[config.mk]
export PLATFORM = sky130hd
export DESIGN_NAME = rv32_mem_arbiter
export DESIGN_NICKNAME = d
export VERILOG_FILES = /design/src/rtl/rv32_pkg.sv /design/src/rtl/rv32_wdog_counter.sv /design/src/rtl/rv32_mem_arbiter.sv
export SDC_FILE = /design/constraint.sdc
export NUM_CORES = 1
export LEC_CHECK = 0
export ABC_AREA = 1
export BUFFER_PORTS_ARGS = -buffer_cell sky130_fd_sc_hd__buf_2
export CAP_MARGIN = 40
export CORE_MARGIN = 2
export CORE_UTILIZATION = 25
export DETAILED_ROUTE_END_ITERATION = 10
export PLACE_DENSITY = 0.47
export RECOVER_POWER = 25
export SKIP_LAST_GASP = 1
export SYNTH_ARGS = -nofsm -noshare
export SYNTH_HDL_FRONTEND = slang
export SYNTH_HIERARCHICAL = 1
export SYNTH_SLANG_ARGS = --single-unit
[constraint.sdc]
create_clock -name clk -period 7.26 [get_ports clk]
set_input_delay 0.726 -clock clk [delete_from_list [all_inputs] [get_ports clk]]
set_output_delay 0.726 -clock clk [all_outputs]
set_load 0.01 [all_outputs]
[src/rtl/rv32_pkg.sv]
// Shared definitions for the RV32 memory path: arbiter FSM states and watchdog width.
package rv32_pkg;

  typedef enum logic [1:0] {
    IDLE = 2'd0,
    IBUS = 2'd1,
    DBUS = 2'd2
  } arb_state_e;

  localparam int unsigned WDOG_W = 8;

endpackage

[src/rtl/rv32_wdog_counter.sv]
// Bus watchdog: counts stalled cycles and flags the cycle whose count reaches the limit.
module rv32_wdog_counter
  import rv32_pkg::*;
(
  input  logic              clk,
  input  logic              reset_n,
  input  logic              clear,
  input  logic              enable,
  input  logic [WDOG_W-1:0] limit,
  output logic              expired
);

  logic [WDOG_W-1:0] count_q, count_d;
  logic [WDOG_W:0]   count_inc;

  // expired looks ahead so the owner is released on the edge the count lands on limit
  always_comb begin
    count_inc = {1'b0, count_q} + {{WDOG_W{1'b0}}, 1'b1};
    expired   = enable && (count_inc >= {1'b0, limit});
    count_d   = count_q;
    if (clear) begin
      count_d = '0;
    end else if (enable) begin
      count_d = count_inc[WDOG_W-1:0];
    end
  end

  always_ff @(posedge clk or negedge reset_n) begin
    if (!reset_n) begin
      count_q <= '0;
    end else begin
      count_q <= count_d;
    end
  end

endmodule

[src/rtl/rv32_mem_arbiter.sv]
// Arbitrates instruction-fetch and data requests onto one shared memory port with a
// bus watchdog; all outputs are registered.
module rv32_mem_arbiter
  import rv32_pkg::*;
#(
  parameter int unsigned AW        = 32,
  parameter int unsigned DW        = 32,
  parameter int unsigned DATA_PRIO = 1,
  parameter int unsigned TIMEOUT   = 15
) (
  input  logic            clk,
  input  logic            reset_n,
  input  logic            i_req,
  input  logic [AW-1:0]   i_addr,
  output logic            i_ready,
  output logic [DW-1:0]   i_rdata,
  output logic            i_err,
  input  logic            d_req,
  input  logic            d_we,
  input  logic [DW/8-1:0] d_be,
  input  logic [AW-1:0]   d_addr,
  input  logic [DW-1:0]   d_wdata,
  output logic            d_ready,
  output logic [DW-1:0]   d_rdata,
  output logic            d_err,
  output logic            m_req,
  output logic            m_we,
  output logic [DW/8-1:0] m_be,
  output logic [AW-1:0]   m_addr,
  output logic [DW-1:0]   m_wdata,
  input  logic            m_ack,
  input  logic [DW-1:0]   m_rdata
);

  localparam logic [WDOG_W-1:0] TO_LIMIT = WDOG_W'(TIMEOUT);

  arb_state_e      state_q, state_d;
  logic            last_d_q, last_d_d;
  logic            m_req_q, m_req_d, m_we_q, m_we_d;
  logic [DW/8-1:0] m_be_q, m_be_d;
  logic [AW-1:0]   m_addr_q, m_addr_d;
  logic [DW-1:0]   m_wdata_q, m_wdata_d;
  logic            i_ready_q, i_ready_d, i_err_q, i_err_d;
  logic            d_ready_q, d_ready_d, d_err_q, d_err_d;
  logic [DW-1:0]   i_rdata_q, i_rdata_d, d_rdata_q, d_rdata_d;
  logic            i_elig, d_elig, grant_i, grant_d, grant, done, wd_en, wd_expired;
  logic [DW-1:0]   resp_data;

  always_comb begin
    state_d   = state_q;
    last_d_d  = last_d_q;
    m_req_d   = m_req_q;
    m_we_d    = m_we_q;
    m_be_d    = m_be_q;
    m_addr_d  = m_addr_q;
    m_wdata_d = m_wdata_q;
    i_ready_d = 1'b0;
    i_rdata_d = '0;
    i_err_d   = 1'b0;
    d_ready_d = 1'b0;
    d_rdata_d = '0;
    d_err_d   = 1'b0;
    grant_i   = 1'b0;
    grant_d   = 1'b0;
    done      = 1'b0;
    resp_data = '0;
    // a requester whose ready is pulsing this cycle is still holding req; skip it once
    i_elig    = i_req && !i_ready_q;
    d_elig    = d_req && !d_ready_q;
    wd_en     = m_req_q && !m_ack;

    case (state_q)
      IDLE: begin
        if (i_elig && d_elig) begin
          if (DATA_PRIO != 0 || !last_d_q) grant_d = 1'b1;
          else                             grant_i = 1'b1;
        end else begin
          grant_d = d_elig;
          grant_i = i_elig;
        end
        if (grant_d) begin
          state_d   = DBUS;
          last_d_d  = 1'b1;
          m_req_d   = 1'b1;
          m_we_d    = d_we;
          m_be_d    = d_be;
          m_addr_d  = d_addr;
          m_wdata_d = d_wdata;
        end else if (grant_i) begin
          state_d   = IBUS;
          last_d_d  = 1'b0;
          m_req_d   = 1'b1;
          m_we_d    = 1'b0;
          m_be_d    = '1;
          m_addr_d  = i_addr;
          m_wdata_d = '0;
        end
      end
      IBUS, DBUS: begin
        done      = m_ack || wd_expired;
        resp_data = (m_ack && !m_we_q) ? m_rdata : '0;
        if (done) begin
          state_d = IDLE;
          m_req_d = 1'b0;
          if (state_q == DBUS) begin
            d_ready_d = 1'b1;
            d_rdata_d = resp_data;
            d_err_d   = !m_ack;
          end else begin
            i_ready_d = 1'b1;
            i_rdata_d = resp_data;
            i_err_d   = !m_ack;
          end
        end
      end
      default: state_d = IDLE;
    endcase
    grant = grant_i || grant_d;
  end

  rv32_wdog_counter u_wdog (
    .clk     (clk),
    .reset_n (reset_n),
    .clear   (grant),
    .enable  (wd_en),
    .limit   (TO_LIMIT),
    .expired (wd_expired)
  );

  always_ff @(posedge clk or negedge reset_n) begin
    if (!reset_n) begin
      state_q   <= IDLE;
      last_d_q  <= 1'b0;
      m_req_q   <= 1'b0;
      m_we_q    <= 1'b0;
      m_be_q    <= '0;
      m_addr_q  <= '0;
      m_wdata_q <= '0;
      i_ready_q <= 1'b0;
      i_rdata_q <= '0;
      i_err_q   <= 1'b0;
      d_ready_q <= 1'b0;
      d_rdata_q <= '0;
      d_err_q   <= 1'b0;
    end else begin
      state_q   <= state_d;
      last_d_q  <= last_d_d;
      m_req_q   <= m_req_d;
      m_we_q    <= m_we_d;
      m_be_q    <= m_be_d;
      m_addr_q  <= m_addr_d;
      m_wdata_q <= m_wdata_d;
      i_ready_q <= i_ready_d;
      i_rdata_q <= i_rdata_d;
      i_err_q   <= i_err_d;
      d_ready_q <= d_ready_d;
      d_rdata_q <= d_rdata_d;
      d_err_q   <= d_err_d;
    end
  end

  assign m_req   = m_req_q;
  assign m_we    = m_we_q;
  assign m_be    = m_be_q;
  assign m_addr  = m_addr_q;
  assign m_wdata = m_wdata_q;
  assign i_ready = i_ready_q;
  assign i_rdata = i_rdata_q;
  assign i_err   = i_err_q;
  assign d_ready = d_ready_q;
  assign d_rdata = d_rdata_q;
  assign d_err   = d_err_q;

endmodule

==> metrics.yaml, run 1 <==
synth-seq-area-share_pct: 60.2
drc: 0
syn_inst: 704
reg2reg_depth: 17
avgSynthCellArea_um2: 8.74
tightest_slew_ns: 1.59
dr.pass1.iters: 4
power_w: 0.00312
grt_pass1_wl_um: 28900
rsz0062_at_grt: "no"
max-slew-margin-rel_pct: -6.11
clkLatencyLatePin_ns: 0.42
arrival_ns: 3.16
wl_per_cell_um: 14.1
netlist_area_um2: 6150
utilization_pct: 34.8
holdCritPathClass: "primary input to async pin"
die_area_um2: 25900
setup_ws_ns: 4.38
wl_um: 18500
vdd_drop_max_mv: 0.144
synth-seq-cells: 148
io_buffers: 275
criticalPathCategory: "flip-flop to flip-flop"
setup.worst_path.end: "i_rdata[28]"
numCtsBuffers: 17
status: "complete, but fails checks"
htreeDepth: 4
clkTransAtPathRegs_ns: 0.07
grt_start_max_net_pins: 84
tns_ns: 0
r2r_slack_ns: 4.38
cts_resized: 0
drv_slew: 28
core_um2: 24200
post-place-ws_ns: 4.27
grt_pass1_vias: 5306
hold_violations: 0
ant_nets: 0
r2r-start: "u_wdog/count_q[0]"
p_leak_nw: 4.95
maxCapViolations: 1
vias: 5379
skew_ns: 0.00827
io_pins: 276
drt_iter0_drc: 341
clock-sinks: 148
area_growth_pct: 37.3
layout_commonest_cell: "nand2_1"
drive_gt1_share_pct: 32.6
die_x_um: 161
fillCellCount: 2621
clock_path_buffers: 2
antenna_found_initial: 2
vias_per_cell: 4.08
nets: 1129
critPathLaunchType: "flip-flop"
track_usage_pct: 14.3
cp_data_required_time_ns: 7.55
setup_viol: 0
cts_setup_buffers: 0
yosysUniqueCellTypes: 30
dp_hpwl_um: 13000
p_per_area_nw_per_um2: 370
fmax_ghz: 0.348
tritoncts: "done"
final_cell_area_um2: 8450
synth_warnings: 6
overflow: 0
failed_checks: "max-capacitance violations, max-slew violations"
dieHeight_um: 161
rows: 57
gp_congestion: 0.785
ctsHoldBuffers: 0
ctsRootBufferMaster: "clkbuf_16"
worstReg2RegEnd: "i_rdata[28]"
final_cell_mix: "nand2_1 (327), buf_2 (274), dfrtp_1 (148)"
fin_crit_ns: 2.88
startpoint: "u_wdog/count_q[0]"
endpoint_kind: "flip-flop"
initial_core_util_pct: 25.4
cp_max_fo: 33
place_area_um2: 7850
period_share_pct: 39.6
==> how the worst min path moves through the flow <==
| stage | depth (start not counted) | to | slack (ns) |
|---|---|---|---|
| 2_1_floorplan | 0 | d_err | 0.43 |
| 3_3_place_gp | 2 | m_wdata[21] | 0.45 |
| 3_5_place_dp | 2 | m_wdata[24] | 0.45 |
| 4_1_cts | 1 | d_rdata[3] | 0.37 |
| 5_1_grt | 1 | d_rdata[3] | 0.39 |
| 6_report | 1 | d_rdata[3] | 0.32 |
==> registers in the layout, summed over array words and instances (netlist names) <==
signal,cells
d_ready,1
m_req,1
state_q,2
m_be,4
i_ready,1
i_rdata,32
i_err,1
d_rdata,32
m_we,1
m_addr,32
d_err,1
u_wdog/count_q,8
m_wdata,32
==> power breakdown <==
| part | leakage [nW] | switching [W] | internal (W) |
|---|---|---|---|
| registers | 1.95 | 0.000117 | 0.00105 |
| clock network | 0.285 | 0.000384 | 0.000516 |
| logic | 2.71 | 0.000681 | 0.000370 |
==> cells in the mapped netlist <==
master,instances,share of area (%)
or2_4,1,0.14
clkbuf_1,3,0.18
nand4_2,1,0.20
o21bai_1,1,0.12
buf_2,17,1.4
o22ai_1,2,0.20
a22o_1,1,0.14
nor2_4,1,0.18
inv_2,1,0.061
nor3_1,1,0.081
buf_6,10,1.8
nand2_1,328,20
o21ai_1,1,0.081
a31oi_1,1,0.10
nor2_2,2,0.20
xor2_1,3,0.43
ha_1,12,2.4
a21oi_4,1,0.26
o21bai_2,1,0.18
o21ai_0,2,0.16
nand2_8,1,0.33
conb_1,2,0.12
nand3_1,38,3.1
dfrtp_1,148,60
a22o_2,1,0.16
buf_1,2,0.12
nor2_1,86,5.2
nand4_1,1,0.10
inv_1,31,1.9
a21oi_1,4,0.33
==> metrics by stage <==
stage                     std cells  hold WS, ns
after CTS                      1315        0.371
after global routing           1316        0.388
after detailed placement       1284        0.454
final                          1317        0.324
after global placement         1281        0.448
after floorplan                 710        0.430
==> cell type report <==
type                    instances  area [um2]  area share (%)
clock buffers                  17         425            5.04
inverters                      32         120            1.42
flip-flops and latches        148        3700            43.9
repair buffers                282        1480            17.5
multi-input cells             498        2140            25.4
diodes                          2        5.00          0.0593
well taps                     324         405            4.80
clock inverters                14         168            1.99
==> logic make-up after synthesis <==
group	share of synthesized area, %
other	0.122
AND/OR/NAND/NOR	29.6
flip-flops	60.2
XOR/XNOR	0.427
buffers and inverters	5.47
AO/OA/AOI/OAI	1.75
adder cells (fa/ha/maj)	2.44
==> layer usage <==
metal / wire [um] / GRT usage, %
met4: 483 / 6.09
met5: 0 / 0
met3: 1120 / 3.41
met1: 8260 / 18.6
met2: 8650 / 22.8
==> worst max-delay path, stage by stage (launching register included) <==
cell and delay [ns]:
dfrtp_1 0.45, ha_1 0.25, nand3_1 0.13, xor2_1 0.21, ha_1 0.28, nand2_1 0.09
nor2_1 0.05, nand2_1 0.05, nand3_1 0.10, nand2_1 0.08, nand2_1 0.05, nand2_1 0.06
a21oi_1 0.06, nor2_1 0.26, nor2_1 0.09, nand2_1 0.07, buf_4 0.36, nor2_1 0.09
Note: power is estimated with default switching activity, not from simulation.
==> run 2: changes to the inputs <==
--- a/config.mk
+++ b/config.mk
@@ -5,7 +5,7 @@
 export SDC_FILE = /design/constraint.sdc
 export NUM_CORES = 1
 export LEC_CHECK = 0
-export ABC_AREA = 1
+export ABC_AREA = 0
 export BUFFER_PORTS_ARGS = -buffer_cell sky130_fd_sc_hd__buf_2
 export CAP_MARGIN = 40
 export CORE_MARGIN = 2
==> constraint.sdc (replaced) <==
create_clock -name clk -period 2.9 [get_ports clk]
set_input_delay 0.29 -clock clk [delete_from_list [all_inputs] [get_ports clk]]
set_output_delay 0.29 -clock clk [all_outputs]
set_load 0.01 [all_outputs]
==> run 2 against run 1 <==
- the flow still finishes with violations (max-capacitance violations, max-slew violations)
- critical endpoint is now i_rdata[4]
- clock skew rose by 0.0042 ns
- first-iteration DRC count decreased by 59%
- clock-buffer cell count increased by 2
- worst hold slack got worse by 0.23 ns
- fmax increased by 7.8%
- cell area up 2.2%
- via count decreased by 16%
- register-to-register slack lost 4.2 ns
- flip-flop and latch count stayed put
- area after synthesis grew 0.69%
==> metrics.yaml, run 2 <==
synth_warnings: 6
dieHeight_um: 161
path_buf_inv: 2
clkLatencyLatePin_ns: 0.41
switchingPower_w: 0.00260
period_share_pct: 92.0
p_leak_nw: 4.69
endpoint_kind: "flip-flop"
numCtsBuffers: 17
synth_top_area_share_pct: 59.8
gp_congestion: 0.712
final_cell_mix: "buf_2 (232), dfrtp_1 (148), and3_1 (63)"
arrival_ns: 3.01
ctsRootBufferMaster: "clkbuf_16"
io_pins: 276
swShare_pct: 32.7
final_cell_area_um2: 8630
grt_pass1_wl_um: 25900
cp_data_required_time_ns: 3.24
max_stage_delay_ns: 0.39
overflow: 0
initial_core_util_pct: 25.5
layout_commonest_cell: "buf_2"
synth-main-ff-cell: "dfrtp_1"
p_comb_share_pct: 35.4
critPathLaunchType: "flip-flop"
synth-seq-cells: 148
io_buffers: 275
rows: 57
holdCritPathClass: "primary input to flip-flop"
timing.hold.ws_ns: 0.0907
async_flop_share_pct: 100
skew_ns: 0.0125
max-slew-margin-rel_pct: -20.4
seqPwrFrac_pct: 36.4
fin_crit_ns: 2.67
yosysMostFrequentCell: "dfrtp_1"
r2r_slack_ns: 0.23
maxCapViolations: 1
hold_violations: 0
netlist_area_um2: 6190
wl_per_cell_um: 15.8
drc: 0
area_growth_pct: 39.3
crit_chain: "ha_2 > and3_4 > and3_4 > xor2_1 > ha_1 > nand2_2 > o21ai_2 > a21oi_1 > o22ai_1 > o21ai_1 > buf_4 > nor2_4 > clkbuf_16 > and3_1"
vias: 4531
p_per_area_nw_per_um2: 921
cpMostUsedCell: "and3_4"
syn_inst: 446
drv_slew: 67
grt_start_max_net_pins: 69
core_um2: 24300
setup_viol: 0
power_w: 0.00795
cp_max_fo: 8
place_area_um2: 7990
dr.pass1.iters: 4
yosysTopAreaCell: "dfrtp_1"
dp_hpwl_um: 11900
criticalPathCategory: "flip-flop to flip-flop"
startpoint: "u_wdog/count_q[1]"
r2r-start: "u_wdog/count_q[1]"
drt_iter0_drc: 141
die_area_um2: 26100
vdd_drop_max_mv: 0.425
tns_ns: 0
p_int_w: 0.00534
antenna_found_initial: 2
die_x_um: 161
post-place-ws_ns: 0.0529
synthTopCellsByCount: "dfrtp_1 (148), and3_1 (64), mux2_4 (45)"
p_clk_share_pct: 28.1
clkTransAtPathRegs_ns: 0.07
vias_per_cell: 4.21
synth_edf_count: 0
ant_nets: 0
synth-seq-area-share_pct: 59.8
setup_ws_ns: 0.233
cp_slowest_cell: "dfrtp_1"
htreeDepth: 4
rsz0062_at_grt: "no"
crit_family: "simple AND/OR/NAND/NOR gates"
yosysUniqueCellTypes: 40
synthTopCellsByArea: "dfrtp_1 (60%), mux2_4 (11%), and3_1 (6.5%), a22o_1 (4.8%), mux2_2 (3.5%)"
tightest_slew_ns: 1.81
wl_um: 16900
status: "complete, but fails checks"
drive_gt1_share_pct: 48.1
clock-sinks: 148
nets: 888
fmax_ghz: 0.375
tritoncts: "done"
avgSynthCellArea_um2: 13.9
clock_path_buffers: 2
min-delay-start: "d_wdata[5]"
grt_pass1_vias: 4702
track_usage_pct: 12.8
failed_checks: "max-capacitance violations, max-slew violations"
run 2: cell types whose count changed after synthesis, moves of 5 or more:
cell      change
nand2_1     -315
clkbuf_1     +10
buf_2        -11
xor2_1        +6
and3_1       +64
nor2b_1       +5
mux2_2       +19
nor2_1       -72
nand3_1      -36
mux2_4       +45
inv_1        -19
a22o_1       +33
run 2: stage by stage:
stage	util, %	instances
2_1_floorplan	-	452
3_3_place_gp	32.8	1038
3_5_place_dp	32.8	1038
4_1_cts	35.3	1069
5_1_grt	35.5	1073
6_report	35.5	1075
run 2: worst paths after layout:
check | endpoint | cells past startpoint
worst min-delay path | m_wdata[5] | 2
max in group asynchronous | m_wdata[4] | 2
worst max-delay path | i_rdata[4] | 14
worst min register to register | m_wdata[15] | 1
worst max register to register | i_rdata[4] | 14
min in group asynchronous | i_rdata[21] | 2
run 2: per-layer routing:
metal / global-route usage [%] / up-vias / wire length (um)
met1: 16.0 / 2168 / 7380
met5: 0 / - / 0
met2: 19.7 / 196 / 7740
met3: 5.86 / 9 / 1640
met4: 3.86 / 0 / 192
li1: - / 2158 / -
run 2: area by class of cell:
cell class,count,area (um2)
antenna,2,5.00
clock buffer,19,433
clock inverter,11,156
fill,2455,15700
inverter,14,55.1
multi-input combinational,262,2320
sequential,148,3700
tap,324,405
timing repair buffer,295,1550
run 2: power groups by stage:
stage | clock, W | sequential, W | combinational, W
detailed placement | 0 | 0.00293 | 0.00277
CTS | 0.00231 | 0.00290 | 0.00279
global placement | 0 | 0.00291 | 0.00278
floorplan | 0 | 0.00318 | 0.00145
global route | 0.00240 | 0.00297 | 0.00307
finish | 0.00223 | 0.00290 | 0.00282
run 2: kinds of logic after synthesis:
| group | count (synthesis) | share of synthesized area (%) |
|---|---|---|
| compound gates | 53 | 7.03 |
| xor+xnor | 13 | 1.84 |
| fa+ha+maj | 12 | 2.42 |
| buf+inv | 42 | 3.82 |
| flops | 148 | 59.8 |
| mux | 65 | 14.5 |
| other cells | 2 | 0.121 |
| simple gates | 111 | 10.5 |
run 2: repair_timing:
item,in CTS,in global routing
gates resized for setup,0,17
hold endpoints to repair,66,0
setup endpoints to repair,0,64
hold buffers,1,0
setup buffers,0,2
==> run 3: changes to the inputs <==
--- a/config.mk
+++ b/config.mk
@@ -8,6 +8,7 @@
 export ABC_AREA = 0
 export BUFFER_PORTS_ARGS = -buffer_cell sky130_fd_sc_hd__buf_2
 export CAP_MARGIN = 40
+export CORE_ASPECT_RATIO = 1.75
 export CORE_MARGIN = 2
 export CORE_UTILIZATION = 25
 export DETAILED_ROUTE_END_ITERATION = 10
==> run 3 against run 2 <==
- the run still ends with max-capacitance violations, max-slew violations left
- core utilization is 0.54 points lower
- final cell count is 1.7% lower
- wire length is 3.0% higher
- cell area is 0.65% lower
- via count is 0.93% higher
- setup slack better by 0.044 ns
- fmax is 1.7% higher
- die area is 0.19% higher
- global-route usage is 0.76 points higher
- combinational power is 2% lower
- total power is 1.2% higher
- largest cell class unchanged
- highest routed layer unchanged
==> metrics.yaml, run 3 (synthesis gave the netlist of run 2 again) <==
hold_violations: 0
skew_ns: 0.00869
io_buffers: 275
clock-sinks: 148
holdCritPathClass: "primary input to flip-flop"
period_share_pct: 90.4
final_cell_area_um2: 8570
wl_um: 17500
hold-path-cell-count: 2
nets: 883
layout_commonest_cell: "buf_2"
drive_gt1_share_pct: 47.7
overflow: 0
grt_pass1_wl_um: 26200
drc: 0
status: "complete, but fails checks"
final_cell_mix: "buf_2 (230), dfrtp_1 (148), and3_1 (64)"
core_um2: 24500
grt_busiest_layer: "met2"
min-delay-start: "d_we"
worstReg2RegEnd: "i_rdata[1]"
arrival_ns: 2.94
track_usage_pct: 13.5
fin_crit_ns: 2.62
vias: 4573
rsz0062_at_grt: "no"
place_area_um2: 7970
tightest_slew_ns: 1.63
antennaDiodeCount: 0
htreeDepth: 4
drt_iter0_drc: 181
gp_congestion: 0.779
failed_checks: "max-capacitance violations, max-slew violations"
p_leak_nw: 4.69
area_growth_pct: 38.4
drv_slew: 60
clock_path_buffers: 2
die_area_um2: 26100
clkTransAtPathRegs_ns: 0.07
met2_usage_pct: 24.1
tritoncts: "done"
dieHeight_um: 212
criticalPathCategory: "flip-flop to flip-flop"
ctsRootBufferMaster: "clkbuf_16"
dp_hpwl_um: 12500
path_buf_inv: 1
dr.pass1.iters: 4
tns_ns: 0
endpoint_kind: "flip-flop"
ant_nets: 0
wl_per_cell_um: 16.5
r2r_slack_ns: 0.28
cp_slowest_cell: "dfrtp_1"
die_x_um: 123
rows: 76
maxCapViolations: 1
grtUsageMet3_pct: 4.43
initial_core_util_pct: 25.2
numCtsBuffers: 17
reg2reg_depth: 13
crit_family: "simple AND/OR/NAND/NOR gates"
max_stage_delay_ns: 0.38
crit_chain: "ha_1 > and3_2 > and3_2 > xor2_1 > ha_1 > a21oi_1 > o21ai_1 > a21oi_2 > o22ai_2 > o21ai_2 > nor2_2 > buf_12 > and3_1"
hold_end: "m_we"
r2r-start: "u_wdog/count_q[0]"
p_per_area_nw_per_um2: 938
antenna_found_initial: 0
fmax_ghz: 0.381
grt_start_max_net_pins: 61
startpoint: "u_wdog/count_q[0]"
vdd_drop_max_mv: 0.523
cp_max_fo: 31
io_pins: 276
setup_viol: 0
vias_per_cell: 4.33
met1_usage_pct: 14.1
critPathLaunchType: "flip-flop"
max-slew-margin-rel_pct: -8.54
grt_pass1_vias: 4738
cp_data_required_time_ns: 3.21
clkLatencyLatePin_ns: 0.43
==> run 3: cell types whose count changed in the layout (fill, tap and decap cells not counted), moves of 2 or more <==
cell	delta
nor2_2	+2
nor2_4	-2
diode_2	-2
inv_6	+3
buf_2	-2
and3_4	-3
clkinv_4	-3
and3_2	+2
clkbuf_8	+3
buf_6	-3
==> run 3: area by class of cell <==
cell class | instances | area, um2
Clock buffer | 20 | 467
Inverter | 14 | 55.1
Sequential cell | 148 | 3700
Multi-Input combinational cell | 262 | 2300
Timing Repair Buffer | 290 | 1490
Fill cell | 2526 | 16000
Tap cell | 312 | 390
Clock inverter | 11 | 173
==> run 3: metal layers <==
layer | up-vias | wire, um
met5 | - | 0
met4 | 0 | 423
met3 | 23 | 1210
met2 | 181 | 9430
met1 | 2231 | 6390
li1 | 2138 | -
==> run 3: power by group <==
| group | switching (W) | internal (W) | total [W] | leakage, nW |
|---|---|---|---|---|
| combinational | 0.00144 | 0.00131 | 0.00275 | 2.45 |
| clock | 0.000902 | 0.00151 | 0.00241 | 0.313 |
| sequential | 0.000260 | 0.00262 | 0.00288 | 1.93 |
==> run 3: stage by stage <==
step,std cells,hold slack [ns],setup WS (ns),util (%),power (W)
floorplan,452,-0.00559,0.148,-,0.00464
global placement,1025,0.313,0.0155,32.5,0.00573
detailed placement,1025,0.317,-0.0284,32.5,0.00573
CTS,1057,0.0368,0.103,35.1,0.00820
global route,1057,0.0477,0.0566,34.9,0.00855
finish,1057,0.0681,0.277,34.9,0.00804
==> run 3: how the worst max path moves through the flow <==
stage | endpoint | slack [ns] | depth (start not counted)
after global placement | i_rdata[4] | 0.02 | 13
final | i_rdata[1] | 0.28 | 13
after detailed placement | i_rdata[1] | -0.03 | 13
after CTS | i_rdata[1] | 0.10 | 13
after global routing | i_rdata[1] | 0.06 | 13
after floorplan | d_rdata[10] | 0.15 | 13
==> run 3: timing repair <==
item,4_1_cts,5_1_grt
hold endpoints to repair,57,0
setup endpoints to repair,63,64
hold buffers,1,0
gates resized for setup,1,4
setup buffers,0,0
pin swaps,0,1
